### config.mk
export PLATFORM = sky130hd
export DESIGN_NAME = microcode_sequencer
export DESIGN_NICKNAME = d
export VERILOG_FILES = /design/src/rtl/microcode_sequencer_pkg.sv /design/src/rtl/microcode_sequencer_rom.sv /design/src/rtl/microcode_sequencer.sv
export SDC_FILE = /design/constraint.sdc
export NUM_CORES = 1
export LEC_CHECK = 0
export ABC_AREA = 0
export BUFFER_PORTS_ARGS = -buffer_cell sky130_fd_sc_hd__buf_2
export CORE_MARGIN = 2
export CORE_UTILIZATION = 30
export CTS_BUF_LIST = sky130_fd_sc_hd__clkbuf_16
export DETAILED_ROUTE_END_ITERATION = 8
export GPL_ROUTABILITY_DRIVEN = 1
export PLACE_DENSITY_LB_ADDON = 0.12
export SETUP_SLACK_MARGIN = 0.3
export SLEW_MARGIN = 20
export SYNTH_ARGS = -nofsm -noshare
export SYNTH_HDL_FRONTEND = slang
export SYNTH_SLANG_ARGS = --single-unit
### constraint.sdc
create_clock -name clk -period 2.5 [get_ports clk]
set_input_delay 0.25 -clock clk [delete_from_list [all_inputs] [get_ports clk]]
set_output_delay 0.25 -clock clk [all_outputs]
set_load 0.1 [all_outputs]
### src/rtl/microcode_sequencer_pkg.sv
// Shared types and constants for the microcode sequencer:
// opcodes, control-word bits and the fetch words.
package microcode_sequencer_pkg;

  localparam int STEPS    = 5;
  localparam int OPCODE_W = 4;
  localparam int STEP_W   = $clog2(STEPS);
  localparam int CW_W     = 16;

  localparam int HLT_BIT = 15;
  localparam int FI_BIT  = 0;

  typedef logic [CW_W-1:0] cw_t;

  localparam cw_t C_HLT = 16'h8000;
  localparam cw_t C_MI  = 16'h4000;
  localparam cw_t C_RI  = 16'h2000;
  localparam cw_t C_RO  = 16'h1000;
  localparam cw_t C_IO  = 16'h0800;
  localparam cw_t C_II  = 16'h0400;
  localparam cw_t C_AI  = 16'h0200;
  localparam cw_t C_AO  = 16'h0100;
  localparam cw_t C_SO  = 16'h0080;
  localparam cw_t C_SU  = 16'h0040;
  localparam cw_t C_BI  = 16'h0020;
  localparam cw_t C_OI  = 16'h0010;
  localparam cw_t C_CE  = 16'h0008;
  localparam cw_t C_CO  = 16'h0004;
  localparam cw_t C_J   = 16'h0002;
  localparam cw_t C_FI  = 16'h0001;

  localparam cw_t CW_T0 = C_CO | C_MI;
  localparam cw_t CW_T1 = C_RO | C_II | C_CE;

  localparam logic [OPCODE_W-1:0] OP_LDA = 4'b0001;
  localparam logic [OPCODE_W-1:0] OP_ADD = 4'b0010;
  localparam logic [OPCODE_W-1:0] OP_SUB = 4'b0011;
  localparam logic [OPCODE_W-1:0] OP_STA = 4'b0100;
  localparam logic [OPCODE_W-1:0] OP_LDI = 4'b0101;
  localparam logic [OPCODE_W-1:0] OP_JMP = 4'b0110;
  localparam logic [OPCODE_W-1:0] OP_JC  = 4'b0111;
  localparam logic [OPCODE_W-1:0] OP_JZ  = 4'b1000;
  localparam logic [OPCODE_W-1:0] OP_OUT = 4'b1110;
  localparam logic [OPCODE_W-1:0] OP_HLT = 4'b1111;

  typedef struct packed {
    logic last;
    cw_t  word;
  } uop_t;

endpackage

### src/rtl/microcode_sequencer_rom.sv
// Combinational microcode table:
// (opcode, step, flags) -> {last, control word}.
module microcode_rom
  import microcode_sequencer_pkg::*;
(
  input  logic [OPCODE_W-1:0] opcode,
  input  logic [STEP_W-1:0]   step,
  input  logic                carry_flag,
  input  logic                zero_flag,
  output uop_t                uop
);

  logic t2, t3, t4;
  logic has_exec;

  assign t2 = step == STEP_W'(2);
  assign t3 = step == STEP_W'(3);
  assign t4 = step == STEP_W'(4);

  always_comb begin
    unique case (opcode)
      OP_LDA, OP_ADD, OP_SUB, OP_STA, OP_LDI,
      OP_JMP, OP_JC, OP_JZ, OP_OUT, OP_HLT:
        has_exec = 1'b1;
      default:
        has_exec = 1'b0;
    endcase
  end

  // Default entry is an empty END step; untaken jumps fall to it.
  always_comb begin
    uop = '{last: 1'b1, word: '0};
    unique case (step)
      STEP_W'(0): uop = '{last: 1'b0, word: CW_T0};
      STEP_W'(1): uop = '{last: !has_exec, word: CW_T1};
      default: begin
        unique case (opcode)
          OP_LDA: begin
            if (t2) uop = '{last: 1'b0, word: C_IO | C_MI};
            else if (t3) uop.word = C_RO | C_AI;
          end
          OP_ADD: begin
            if (t2) uop = '{last: 1'b0, word: C_IO | C_MI};
            else if (t3) uop = '{last: 1'b0, word: C_RO | C_BI};
            else if (t4) uop.word = C_SO | C_AI | C_FI;
          end
          OP_SUB: begin
            if (t2) uop = '{last: 1'b0, word: C_IO | C_MI};
            else if (t3) uop = '{last: 1'b0, word: C_RO | C_BI};
            else if (t4) uop.word = C_SO | C_SU | C_AI | C_FI;
          end
          OP_STA: begin
            if (t2) uop = '{last: 1'b0, word: C_IO | C_MI};
            else if (t3) uop.word = C_AO | C_RI;
          end
          OP_LDI: if (t2) uop.word = C_IO | C_AI;
          OP_JMP: if (t2) uop.word = C_IO | C_J;
          OP_JC:  if (t2 && carry_flag) uop.word = C_IO | C_J;
          OP_JZ:  if (t2 && zero_flag) uop.word = C_IO | C_J;
          OP_OUT: if (t2) uop.word = C_AO | C_OI;
          OP_HLT: if (t2) uop.word = C_HLT;
          default: ;
        endcase
      end
    endcase
  end

endmodule

### src/rtl/microcode_sequencer.sv
// T-state sequencer: step counter, CF/ZF register, sticky
// halt and run/single-step gating around the microcode table.
module microcode_sequencer
  import microcode_sequencer_pkg::*;
(
  input  logic                clk,
  input  logic                clr,
  input  logic                run,
  input  logic                step_req,
  input  logic [OPCODE_W-1:0] opcode,
  input  logic                alu_carry,
  input  logic                alu_zero,
  output logic [CW_W-1:0]     ctrl_word,
  output logic [STEP_W-1:0]   step,
  output logic                carry_flag,
  output logic                zero_flag,
  output logic                halted
);

  logic [STEP_W-1:0] step_q, step_d;
  logic              cf_q, cf_d;
  logic              zf_q, zf_d;
  logic              halted_q, halted_d;
  logic              adv, fire;
  uop_t              uop;

  microcode_rom u_rom (
    .opcode     (opcode),
    .step       (step_q),
    .carry_flag (cf_q),
    .zero_flag  (zf_q),
    .uop        (uop)
  );

  assign adv  = run | step_req;
  assign fire = adv & ~halted_q;

  always_comb begin
    step_d    = step_q;
    cf_d      = cf_q;
    zf_d      = zf_q;
    halted_d  = halted_q;
    ctrl_word = '0;
    // Gate on clr so no partial write escapes during reset.
    if (!clr) ctrl_word = '0;
    else if (halted_q) ctrl_word = C_HLT;
    else if (adv) ctrl_word = uop.word;
    if (fire) begin
      if (uop.word[HLT_BIT]) begin
        halted_d = 1'b1;
      end else if (uop.last || step_q == STEP_W'(STEPS-1)) begin
        step_d = '0;
      end else begin
        step_d = step_q + STEP_W'(1);
      end
      if (uop.word[FI_BIT]) begin
        cf_d = alu_carry;
        zf_d = alu_zero;
      end
    end
  end

  always_ff @(posedge clk or negedge clr) begin
    if (!clr) begin
      step_q   <= '0;
      cf_q     <= 1'b0;
      zf_q     <= 1'b0;
      halted_q <= 1'b0;
    end else begin
      step_q   <= step_d;
      cf_q     <= cf_d;
      zf_q     <= zf_d;
      halted_q <= halted_d;
    end
  end

  assign step       = step_q;
  assign carry_flag = cf_q;
  assign zero_flag  = zf_q;
  assign halted     = halted_q;

endmodule

==> summary.txt <==
Run status
  • Status: finished, final reports clean

Synthesis
  • Top cells by count, synth: nor2_1 (10), dfrtp_1 (6), ha_1 (5)
  • Most area-consuming cells after synthesis: dfrtp_1 (20%), ha_1 (8.5%), nor2_1 (5.1%)
  • Biggest area consumer among synthesized cells: dfrtp_1
  • Most common cell in the netlist: nor2_1
  • Syn Nets: 103
  • EDFF count, synth: 0
  • Syn Std Cell Area: 734.5 µm²
  • Syn avg cell area: 8.346 µm²
  • Flops & latches, synth: 6
  • Synth top area share: 20.44%
  • Netlist cell types: 45
  • Post-synth ARST share: 100.0%
  • Synth warn: 0
  • Cells after Synth: 88
  • Post-synthesis sequential area ratio: 20.44%
  • Synth Flop Type: dfrtp_1

Routing
  • DR WL/cell: 14.42 µm
  • Initial DRT Pass Iterations: 4
  • Final wirelength: 2.293 mm
  • Initial detailed-routing violation count: 18
  • Routed via count: 837
  • Final ANT Viol Nets: 0
  • Drc violations: 0
  • Vias per Instance: 5.264

Cells and area
  • Final net count: 147
  • ANT cells: 0
  • # fillers: 184
  • Syn-to-layout area delta: 101.4%
  • Fraction of layout cells with a size suffix above 1: 67.18%
  • Final design utilization: 65.59%
  • Multi-input gate area: 743.2 µm²
  • Sequential cell area: 165.2 µm²

Global route
  • First-pass GRT wire length: 3.795 mm
  • Vias in the first global route: 820
  • Largest net degree at the start of global routing: 14
  • Gr ovfl total: 0
  • Initial antenna violation count: 0
  • Total GRT Usage: 18.05%

Clocking
  • Clk pin slew, worst setup/hold paths: 0.03 ns
  • CTS Buf Count: 3
  • Max Root-Sink Buffers: 2
  • Clock Latency Late Sink: 0.22 ns
  • H-tree lvl count: 1
  • CTS tree: done
  • Sink count of the clock tree: 6
  • CTS root buf: clkbuf_16

Timing
  • Layout Skew: 0.001336 ns
  • RSZ-0062 raised after global routing: true
  • Final Hold Fails: 0
  • Final Slew Violations: 0
  • Final Cycle Share: 93.76%
  • Final setup viols: 0
  • Clock period minus worst slack: 2.344 ns
  • Worst slew pin tran: 0.4865 ns
  • Relative slew slack: 67.79%
  • Max Fclk: 0.4266 GHz

Placed design
  • DP HPWL: 1.676 mm
  • Final Wtd Congestion: 0.8009
  • # port buffers: 31

Setup path
  • Req. time, crit path: 2.25 ns
  • CP Launch Type: flip-flop
  • Endpoint class of the critical path: output port
  • Crit path DAT: 2.09 ns
  • Setup CP Type: flip-flop to output port
  • Crit Path Max Fanout: 4

Floorplanning
  • Row count: 17
  • Initial core utilization: 32.57%
  • Die W: 53.48 µm
  • Core area: 2255 µm²
  • Die H: 53.48 µm
  • # IOs: 32
  • Area of the die: 2860 µm²

Pwr
  • Pwr dens: 1107 nW/µm²
  • Total power: 1.638 mW
  • Lkg Pwr: 0.6003 nW
  • Worst IR Drop VDD: 1072 µV

Min path
  • Min-Delay Path Class: primary input to flip-flop

Run
  • Max-Cap Viols: 0
==> path summary, 6_finish.rpt <==
check                                start            end  slack (ns)  cells past startpoint
worst min-delay path             alu_carry     carry_flag        0.26                      2
max in group asynchronous              clr         halted        1.68                      2
min in group asynchronous              clr        step[1]        0.58                      2
worst max register to register     step[0]      zero_flag        0.55                      7
worst min register to register  carry_flag     carry_flag        0.54                      1
worst max-delay path               step[0]  ctrl_word[11]        0.16                      6
==> cell families (layout without fill, tap and decap cells) <==
kind of cell               count (synthesis)  in the layout  share of synthesized area, %
AOI/OAI and AO/OA                         21             21                         22.32
adders and majority gates                  5              5                         8.518
buffers and inverters                     10             53                         7.664
DFF                                        6              6                         20.44
muxes                                      3              3                         4.599
and+or+nand+nor                           43             43                         36.46
==> layer usage <==
metal / part of all wire [%] / global-route usage, % / up-vias
met3: 3.7 / 1.695 / 4
met2: 51 / 32.51 / 26
met1: 45 / 22.56 / 394
met5: 0 / 0 / -
met4: 0.65 / 4.701 / 0
li1: - / - / 413
==> area by class of cell <==
cell class | count | share of cell area (%)
clock buffers | 3 | 5.076
clock inverters | 1 | 0.2538
inverters | 4 | 1.354
multi-input cells | 72 | 50.25
flip-flops and latches | 6 | 11.17
well taps | 28 | 2.369
repair buffers | 45 | 29.53
==> worst max-delay path: stages (launching register included) <==
cell      delay (ns)
dfrtp_4         0.51
ha_4            0.19
o21bai_4        0.16
nand3_4         0.11
or4_4           0.57
a21oi_4         0.16
buf_12          0.19
==> metrics by stage <==
step	hold WS (ns)	area, µm²	cells	setup TNS [ns]	setup WS [ns]
floorplan	-0.04559	950.9	88	-0.2871	-0.1062
global placement	0.1406	1237	141	0	0.2741
detailed placement	0.1419	1237	141	0	0.2593
CTS	0.2604	1444	155	0	0.1523
global route	0.2682	1479	159	0	0.1010
finish	0.2614	1479	159	0	0.1560
==> flip-flops by register name, summed over array words and instances (netlist names) <==
register    cells
halted          1
step            3
carry_flag      1
zero_flag       1
==> where the power goes <==
part | internal [mW] | switching, mW | total, mW
Combinational | 0.407 | 0.773 | 1.18
Clock | 0.207 | 0.0487 | 0.256
Sequential | 0.149 | 0.0536 | 0.203
==> cells in the final DEF (no fill, tap or decap), types with 4 or more instances in the layout <==
cell type	instances
dfrtp_4	4
ha_4	4
nand3_1	4
buf_2	18
nor2_1	6
buf_12	11
buf_4	14
a21oi_4	4
==> timing repair <==
item | in CTS | in global routing
hold buffers | 1 | 0
resized for setup | 11 | 2
endpoints found under the hold margin | 6 | 0
endpoints found under the setup margin | 13 | 12
pin swaps | 9 | 8
setup buffers | 9 | 4
(Power assumes the default switching activity.)
